File: config.mk
export PLATFORM = sky130hd
export DESIGN_NAME = system_captura_operandos_flat
export DESIGN_NICKNAME = d
export VERILOG_FILES = /design/src/rtl/captura_operandos_if.sv /design/src/rtl/system_captura_operandos.sv /design/src/flat_wrapper.sv
export SDC_FILE = /design/constraint.sdc
export NUM_CORES = 1
export LEC_CHECK = 0
export CORE_ASPECT_RATIO = 0.7
export CORE_UTILIZATION = 42
export CTS_BUF_LIST = sky130_fd_sc_hd__clkbuf_4
export CTS_CLUSTER_DIAMETER = 80
export DETAILED_ROUTE_END_ITERATION = 16
export DONT_BUFFER_PORTS = 1
export PLACE_DENSITY = 0.65
export SYNTH_ARGS = -nofsm -noshare
export SYNTH_HDL_FRONTEND = slang
export SYNTH_SLANG_ARGS = --single-unit
export TNS_END_PERCENT = 10
File: constraint.sdc
create_clock -name clk -period 3.1 [get_ports clk]
set_input_delay 0.62 -clock clk [delete_from_list [all_inputs] [get_ports clk]]
set_output_delay 0.62 -clock clk [all_outputs]
set_load 0.05 [all_outputs]
File: src/rtl/captura_operandos_if.sv
// Keypad-to-operand bus: upstream key handshake, downstream operand-pair
// handshake and the live display signals.
interface captura_operandos_if #(
  parameter int MAX_DIGITS = 3,
  parameter int DATA_W     = 10
);
  localparam int DIG_W = $clog2(MAX_DIGITS + 1);

  logic               pressed_valid;
  logic signed [31:0] numero;
  logic               tecla_rst;
  logic               tecla_guardar;
  logic               ack_read;
  logic [DATA_W-1:0]  op_a;
  logic [DATA_W-1:0]  op_b;
  logic               ops_valid;
  logic               ops_ready;
  logic [DATA_W-1:0]  valor_actual;
  logic [DIG_W-1:0]   digitos;
  logic               operando_sel;

  modport master (
    output pressed_valid, numero, tecla_rst, tecla_guardar, ops_ready,
    input  ack_read, op_a, op_b, ops_valid, valor_actual, digitos, operando_sel
  );

  modport slave (
    input  pressed_valid, numero, tecla_rst, tecla_guardar, ops_ready,
    output ack_read, op_a, op_b, ops_valid, valor_actual, digitos, operando_sel
  );
endinterface

File: src/rtl/system_captura_operandos.sv
// Builds two decimal operands from keypad keys, one key per press, and offers
// the completed pair downstream with a valid/ready handshake.
module system_captura_operandos #(
  parameter int MAX_DIGITS = 3,
  parameter int DATA_W     = 10
) (
  input  logic                clk,
  input  logic                rst,
  captura_operandos_if.slave  bus
);
  localparam int DIG_W = $clog2(MAX_DIGITS + 1);

  localparam logic [1:0] CAPTURA       = 2'd0;
  localparam logic [1:0] ACK           = 2'd1;
  localparam logic [1:0] ESPERA_SOLTAR = 2'd2;
  localparam logic [1:0] ENVIO         = 2'd3;

  logic [1:0]        state_q, state_d;
  logic [DATA_W-1:0] op_a_q, op_a_d;
  logic [DATA_W-1:0] op_b_q, op_b_d;
  logic [DATA_W-1:0] valor_q, valor_d;
  logic [DIG_W-1:0]  dig_q, dig_d;
  logic              sel_q, sel_d;
  logic              send_q, send_d;
  logic              is_digit;

  // Decimal shift-in computed with four guard bits, then truncated back.
  function automatic logic [DATA_W-1:0] shift_in_digit(
    input logic [DATA_W-1:0] v,
    input logic [3:0]        d
  );
    logic [DATA_W+3:0] w;
    w = {4'b0000, v} * (DATA_W + 4)'(10) + {{DATA_W{1'b0}}, d};
    return w[DATA_W-1:0];
  endfunction

  assign is_digit = !bus.numero[31] && (bus.numero <= 32'sd9);

  always_comb begin
    state_d = state_q;
    op_a_d  = op_a_q;
    op_b_d  = op_b_q;
    valor_d = valor_q;
    dig_d   = dig_q;
    sel_d   = sel_q;
    send_d  = send_q;
    case (state_q)
      CAPTURA: begin
        if (bus.pressed_valid) begin
          state_d = ACK;
          if (bus.tecla_rst) begin
            op_a_d  = '0;
            op_b_d  = '0;
            valor_d = '0;
            dig_d   = '0;
            sel_d   = 1'b0;
            send_d  = 1'b0;
          end else if (bus.tecla_guardar) begin
            if (!sel_q) begin
              op_a_d = valor_q;
              sel_d  = 1'b1;
            end else begin
              op_b_d = valor_q;
              send_d = 1'b1;
            end
            valor_d = '0;
            dig_d   = '0;
          end else if (is_digit && (dig_q < DIG_W'(MAX_DIGITS))) begin
            valor_d = shift_in_digit(valor_q, bus.numero[3:0]);
            dig_d   = dig_q + DIG_W'(1);
          end
        end
      end
      ACK: state_d = ESPERA_SOLTAR;
      ESPERA_SOLTAR: begin
        // A completed pair is only offered once the store key is released.
        if (!bus.pressed_valid) state_d = send_q ? ENVIO : CAPTURA;
      end
      ENVIO: begin
        if (bus.ops_ready) begin
          state_d = CAPTURA;
          sel_d   = 1'b0;
          send_d  = 1'b0;
        end
      end
      default: state_d = CAPTURA;
    endcase
  end

  always_ff @(posedge clk) begin
    if (rst) begin
      state_q <= CAPTURA;
      op_a_q  <= '0;
      op_b_q  <= '0;
      valor_q <= '0;
      dig_q   <= '0;
      sel_q   <= 1'b0;
      send_q  <= 1'b0;
    end else begin
      state_q <= state_d;
      op_a_q  <= op_a_d;
      op_b_q  <= op_b_d;
      valor_q <= valor_d;
      dig_q   <= dig_d;
      sel_q   <= sel_d;
      send_q  <= send_d;
    end
  end

  assign bus.ack_read     = (state_q == ACK);
  assign bus.ops_valid    = (state_q == ENVIO);
  assign bus.op_a         = op_a_q;
  assign bus.op_b         = op_b_q;
  assign bus.valor_actual = valor_q;
  assign bus.digitos      = dig_q;
  assign bus.operando_sel = sel_q;
endmodule

File: src/flat_wrapper.sv
// flat-port wrapper written by rule: the top's interface ports become plain ports
module system_captura_operandos_flat 
#(
  parameter int MAX_DIGITS = 3,
  parameter int DATA_W     = 10
)
  (clk, rst, bus_pressed_valid, bus_numero, bus_tecla_rst, bus_tecla_guardar, bus_ops_ready, bus_ack_read, bus_op_a, bus_op_b, bus_ops_valid, bus_valor_actual, bus_digitos, bus_operando_sel);
  captura_operandos_if #(.MAX_DIGITS(MAX_DIGITS), .DATA_W(DATA_W)) bus_i ();
  input  logic clk;
  input  logic rst;
  input wire logic [$bits(bus_i.pressed_valid)-1:0] bus_pressed_valid;
  input wire logic [$bits(bus_i.numero)-1:0] bus_numero;
  input wire logic [$bits(bus_i.tecla_rst)-1:0] bus_tecla_rst;
  input wire logic [$bits(bus_i.tecla_guardar)-1:0] bus_tecla_guardar;
  input wire logic [$bits(bus_i.ops_ready)-1:0] bus_ops_ready;
  output wire logic [$bits(bus_i.ack_read)-1:0] bus_ack_read;
  output wire logic [$bits(bus_i.op_a)-1:0] bus_op_a;
  output wire logic [$bits(bus_i.op_b)-1:0] bus_op_b;
  output wire logic [$bits(bus_i.ops_valid)-1:0] bus_ops_valid;
  output wire logic [$bits(bus_i.valor_actual)-1:0] bus_valor_actual;
  output wire logic [$bits(bus_i.digitos)-1:0] bus_digitos;
  output wire logic [$bits(bus_i.operando_sel)-1:0] bus_operando_sel;
  assign bus_i.pressed_valid = bus_pressed_valid;
  assign bus_i.numero = bus_numero;
  assign bus_i.tecla_rst = bus_tecla_rst;
  assign bus_i.tecla_guardar = bus_tecla_guardar;
  assign bus_i.ops_ready = bus_ops_ready;
  assign bus_ack_read = bus_i.ack_read;
  assign bus_op_a = bus_i.op_a;
  assign bus_op_b = bus_i.op_b;
  assign bus_ops_valid = bus_i.ops_valid;
  assign bus_valor_actual = bus_i.valor_actual;
  assign bus_digitos = bus_i.digitos;
  assign bus_operando_sel = bus_i.operando_sel;
  system_captura_operandos #(.MAX_DIGITS(MAX_DIGITS), .DATA_W(DATA_W)) u_core (.clk(clk), .rst(rst), .bus(bus_i));
endmodule
==> results.py <==
metrics = {
    "run_status": {
        "status": "complete, no violations",
    },
    "floorplan": {
        "ios": 73,
        "die_h_um": 60.1,
        "core_um2": 4480,
        "fp-row-count": 20,
        "die_x_um": 85.0,
        "dieArea_um2": 5110,
        "start_util_pct": 45.3,
    },
    "placement": {
        "place_inst": 286,
        "portBuffers": 0,
        "dp_hpwl_mm": 3.52,
        "gp_congestion": 0.811,
        "place_ws_ns": 0.712,
    },
    "sta": {
        "worstMarginPinSlew_ns": 1.13,
        "grt_setup_unrepaired": "no",
        "period_minus_slack_ns": 2.40,
        "finalSetupTns_ns": 0,
        "period_share_pct": 77.3,
        "fin_skew_ns": 0.00425,
        "setup_violations": 0,
        "finalWorstSetupSlack_ns": 0.705,
        "slew_headroom_pct": 23.9,
        "drv_slew": 0,
        "fmax_mhz": 417,
        "hold_viol": 0,
    },
    "clock_tree": {
        "cts_setup_buffers": 0,
        "cts-buffers-inserted": 5,
        "h-tree-depth": 2,
        "ctsResizeCount": 0,
        "cts_hold_buf": 0,
        "worstSkewPairLatency_ns": 0.34,
        "cts.sinks": 36,
        "clock-root-buffer": "clkbuf_4",
        "ctsLongestPathBuffers": 2,
        "clk_pin_slew_worst_paths_ns": 0.10,
        "cts_tree": "built",
    },
    "global_route": {
        "grt_pass1_wl_mm": 7.42,
        "grt_overflow": 0,
        "grt_use_total_pct": 19.1,
        "grt_antenna_before_repair": 0,
        "first_global_vias": 1587,
        "grt_start_max_net_pins": 37,
    },
    "synth": {
        "yosysTopAreaCellShare_pct": 35.6,
        "ys_top_cells_by_area": "dfxtp_1 36%, ha_1 9.3%, nor2_1 5.9%, mux2i_1 5.4%, nand2_1 4.8%",
        "synth.yosys.seq_area_share_pct": 35.6,
        "syn_area_per_cell_um2": 8.81,
        "synth_fp_nets": 285,
        "synth_edf_count": 0,
        "synth_top_area_cell": "dfxtp_1",
        "synthesis.area_um2": 2030,
        "synthArstFlopShare_pct": 0,
        "yosysWarnings": 0,
        "netlist_instances": 230,
        "synth-seq-cells": 36,
        "synth-main-ff-cell": "dfxtp_1",
        "synthDistinctLibCells": 42,
    },
    "setup_path": {
        "critPathMaxFanout": 3,
        "cp.arrival_ns": 2.64,
        "r2r-start": "u_core.bus.valor_actual[1]$_SDFFE_PP0P_",
        "criticalPathCategory": "reg2reg",
        "cp.required_ns": 3.34,
        "rr_worst_depth": 9,
        "r2r_end": "u_core.bus.valor_actual[9]$_SDFFE_PP0P_",
        "startpoint_type": "flip-flop",
        "regToRegSetupSlack_ns": 0.70,
        "critPathCaptureType": "flip-flop",
    },
    "final_layout": {
        "syn2layout_area_growth_pct": 6.91,
        "final_nets": 293,
        "drive_above_1_share_pct": 13.0,
        "diodes": 0,
        "final_core_util_pct": 48.4,
        "layout_common_cells": "36 x dfxtp_1, 32 x nor2_1, 26 x nand2_1",
        "layout.cells.non_filler": 293,
        "final_common_cell": "dfxtp_1",
    },
    "routing": {
        "routed_via_density": 5.51,
        "post_drt_wl_per_cell_um": 15.4,
        "dr_wl_met3_um": 477,
        "wl_met1_mm": 2.05,
        "met2RoutedLength_mm": 1.93,
        "routed.top_layer": "met4",
        "drt-initial-drc-count": 56,
        "ant_nets": 0,
        "firstDrtPassIters": 4,
        "drc": 0,
        "finalWirelength_mm": 4.52,
        "num_vias": 1615,
    },
    "power": {
        "peakVddDrop_mv": 0.153,
        "p_leak_nw": 0.917,
        "powerDensity_nw_per_um2": 355,
        "totalPowerFinal_mw": 0.768,
    },
    "worst_hold_path": {
        "min_path_cells": 1,
        "min_from": "rst",
        "hp-class": "in2reg",
        "hold_end": "u_core.bus.digitos[0]$_SDFFE_PP0P_",
    },
    "job": {
        "drv_cap": 0,
    },
}
[through the flow]
step	hold slack, ns	instance area (um2)
floorplan	0.532	2030
global placement	0.548	2120
detailed placement	0.564	2120
CTS	0.331	2170
global route	0.314	2170
finish	0.332	2170
[layout make-up]
cell class	instances	area [um2]
Inverter	8	30.0
Timing Repair Buffer	11	82.6
Sequential cell	36	721
Multi-Input combinational cell	176	1220
Tap cell	55	68.8
Clock buffer	5	37.5
Fill cell	453	2310
Clock inverter	2	7.51
[report_power, final]
part | leakage (nW) | switching, mW | internal, mW | total [mW]
Clock | 0.0261 | 0.150 | 0.0791 | 0.229
Combinational | 0.600 | 0.0464 | 0.0218 | 0.0682
Sequential | 0.290 | 0.00535 | 0.466 | 0.472
[how the worst max path moves through the flow]
| stage | cells after the start | end | start | slack, ns |
|---|---|---|---|---|
| 2_1_floorplan | 8 | u_core.bus.valor_actual[8]$_SDFFE_PP0P_ | u_core.bus.valor_actual[1]$_SDFFE_PP0P_ | 0.47 |
| 3_3_place_gp | 9 | u_core.bus.valor_actual[9]$_SDFFE_PP0P_ | u_core.bus.valor_actual[1]$_SDFFE_PP0P_ | 0.79 |
| 3_5_place_dp | 9 | u_core.bus.valor_actual[8]$_SDFFE_PP0P_ | u_core.bus.valor_actual[3]$_SDFFE_PP0P_ | 0.71 |
| 4_1_cts | 9 | u_core.bus.valor_actual[8]$_SDFFE_PP0P_ | u_core.bus.valor_actual[3]$_SDFFE_PP0P_ | 0.68 |
| 5_1_grt | 9 | u_core.bus.valor_actual[8]$_SDFFE_PP0P_ | u_core.bus.valor_actual[3]$_SDFFE_PP0P_ | 0.46 |
| 6_report | 9 | u_core.bus.valor_actual[9]$_SDFFE_PP0P_ | u_core.bus.valor_actual[1]$_SDFFE_PP0P_ | 0.70 |
[cells in the mapped netlist (3+ instances only)]
| cell | count |
|---|---|
| xnor2_1 | 4 |
| o21ai_0 | 7 |
| inv_1 | 8 |
| dfxtp_1 | 36 |
| nor4_1 | 5 |
| ha_1 | 15 |
| a21oi_1 | 17 |
| nand3_1 | 3 |
| nand4_1 | 3 |
| xor2_1 | 7 |
| nand2_1 | 26 |
| a22oi_2 | 7 |
| nor2_1 | 32 |
| clkbuf_1 | 4 |
| mux2i_1 | 11 |
| buf_2 | 3 |
| nor2b_1 | 10 |
[critical path, stage by stage, from the launching register on]
cell      delay, ns
dfxtp_1        0.34
ha_1           0.28
ha_1           0.16
inv_1          0.06
fa_1           0.40
xor2_1         0.21
nor3_1         0.40
a31o_2         0.25
a21oi_1        0.06
nand3b_1       0.14
[routing by layer]
| layer | vias to the layer above | track usage, % |
|---|---|---|
| met5 | - | 0 |
| met4 | 0 | 5.81 |
| met3 | 8 | 8.29 |
| met2 | 66 | 30.3 |
| met1 | 734 | 23.7 |
| li1 | 807 | - |
[state kept, by name, summed over array words and instances, names as in the netlist]
register	count
u_core.bus.op_b	10
u_core.bus.valor_actual	10
u_core.state_q	2
u_core.bus.digitos	2
u_core.bus.op_a	10
u_core.send_q	1
u_core.bus.operando_sel	1
[cell families after synthesis]
| kind of cell | after synthesis | synth area share (%) |
|---|---|---|
| AO/OA/AOI/OAI | 41 | 14.1 |
| multiplexers | 11 | 5.43 |
| AND/OR/NAND/NOR | 96 | 24.7 |
| flip-flops | 36 | 35.6 |
| adder cells (fa/ha/maj) | 17 | 11.2 |
| buffers and inverters | 18 | 4.26 |
| XOR/XNOR | 11 | 4.75 |
Note: power is estimated with default switching activity, not from simulation.
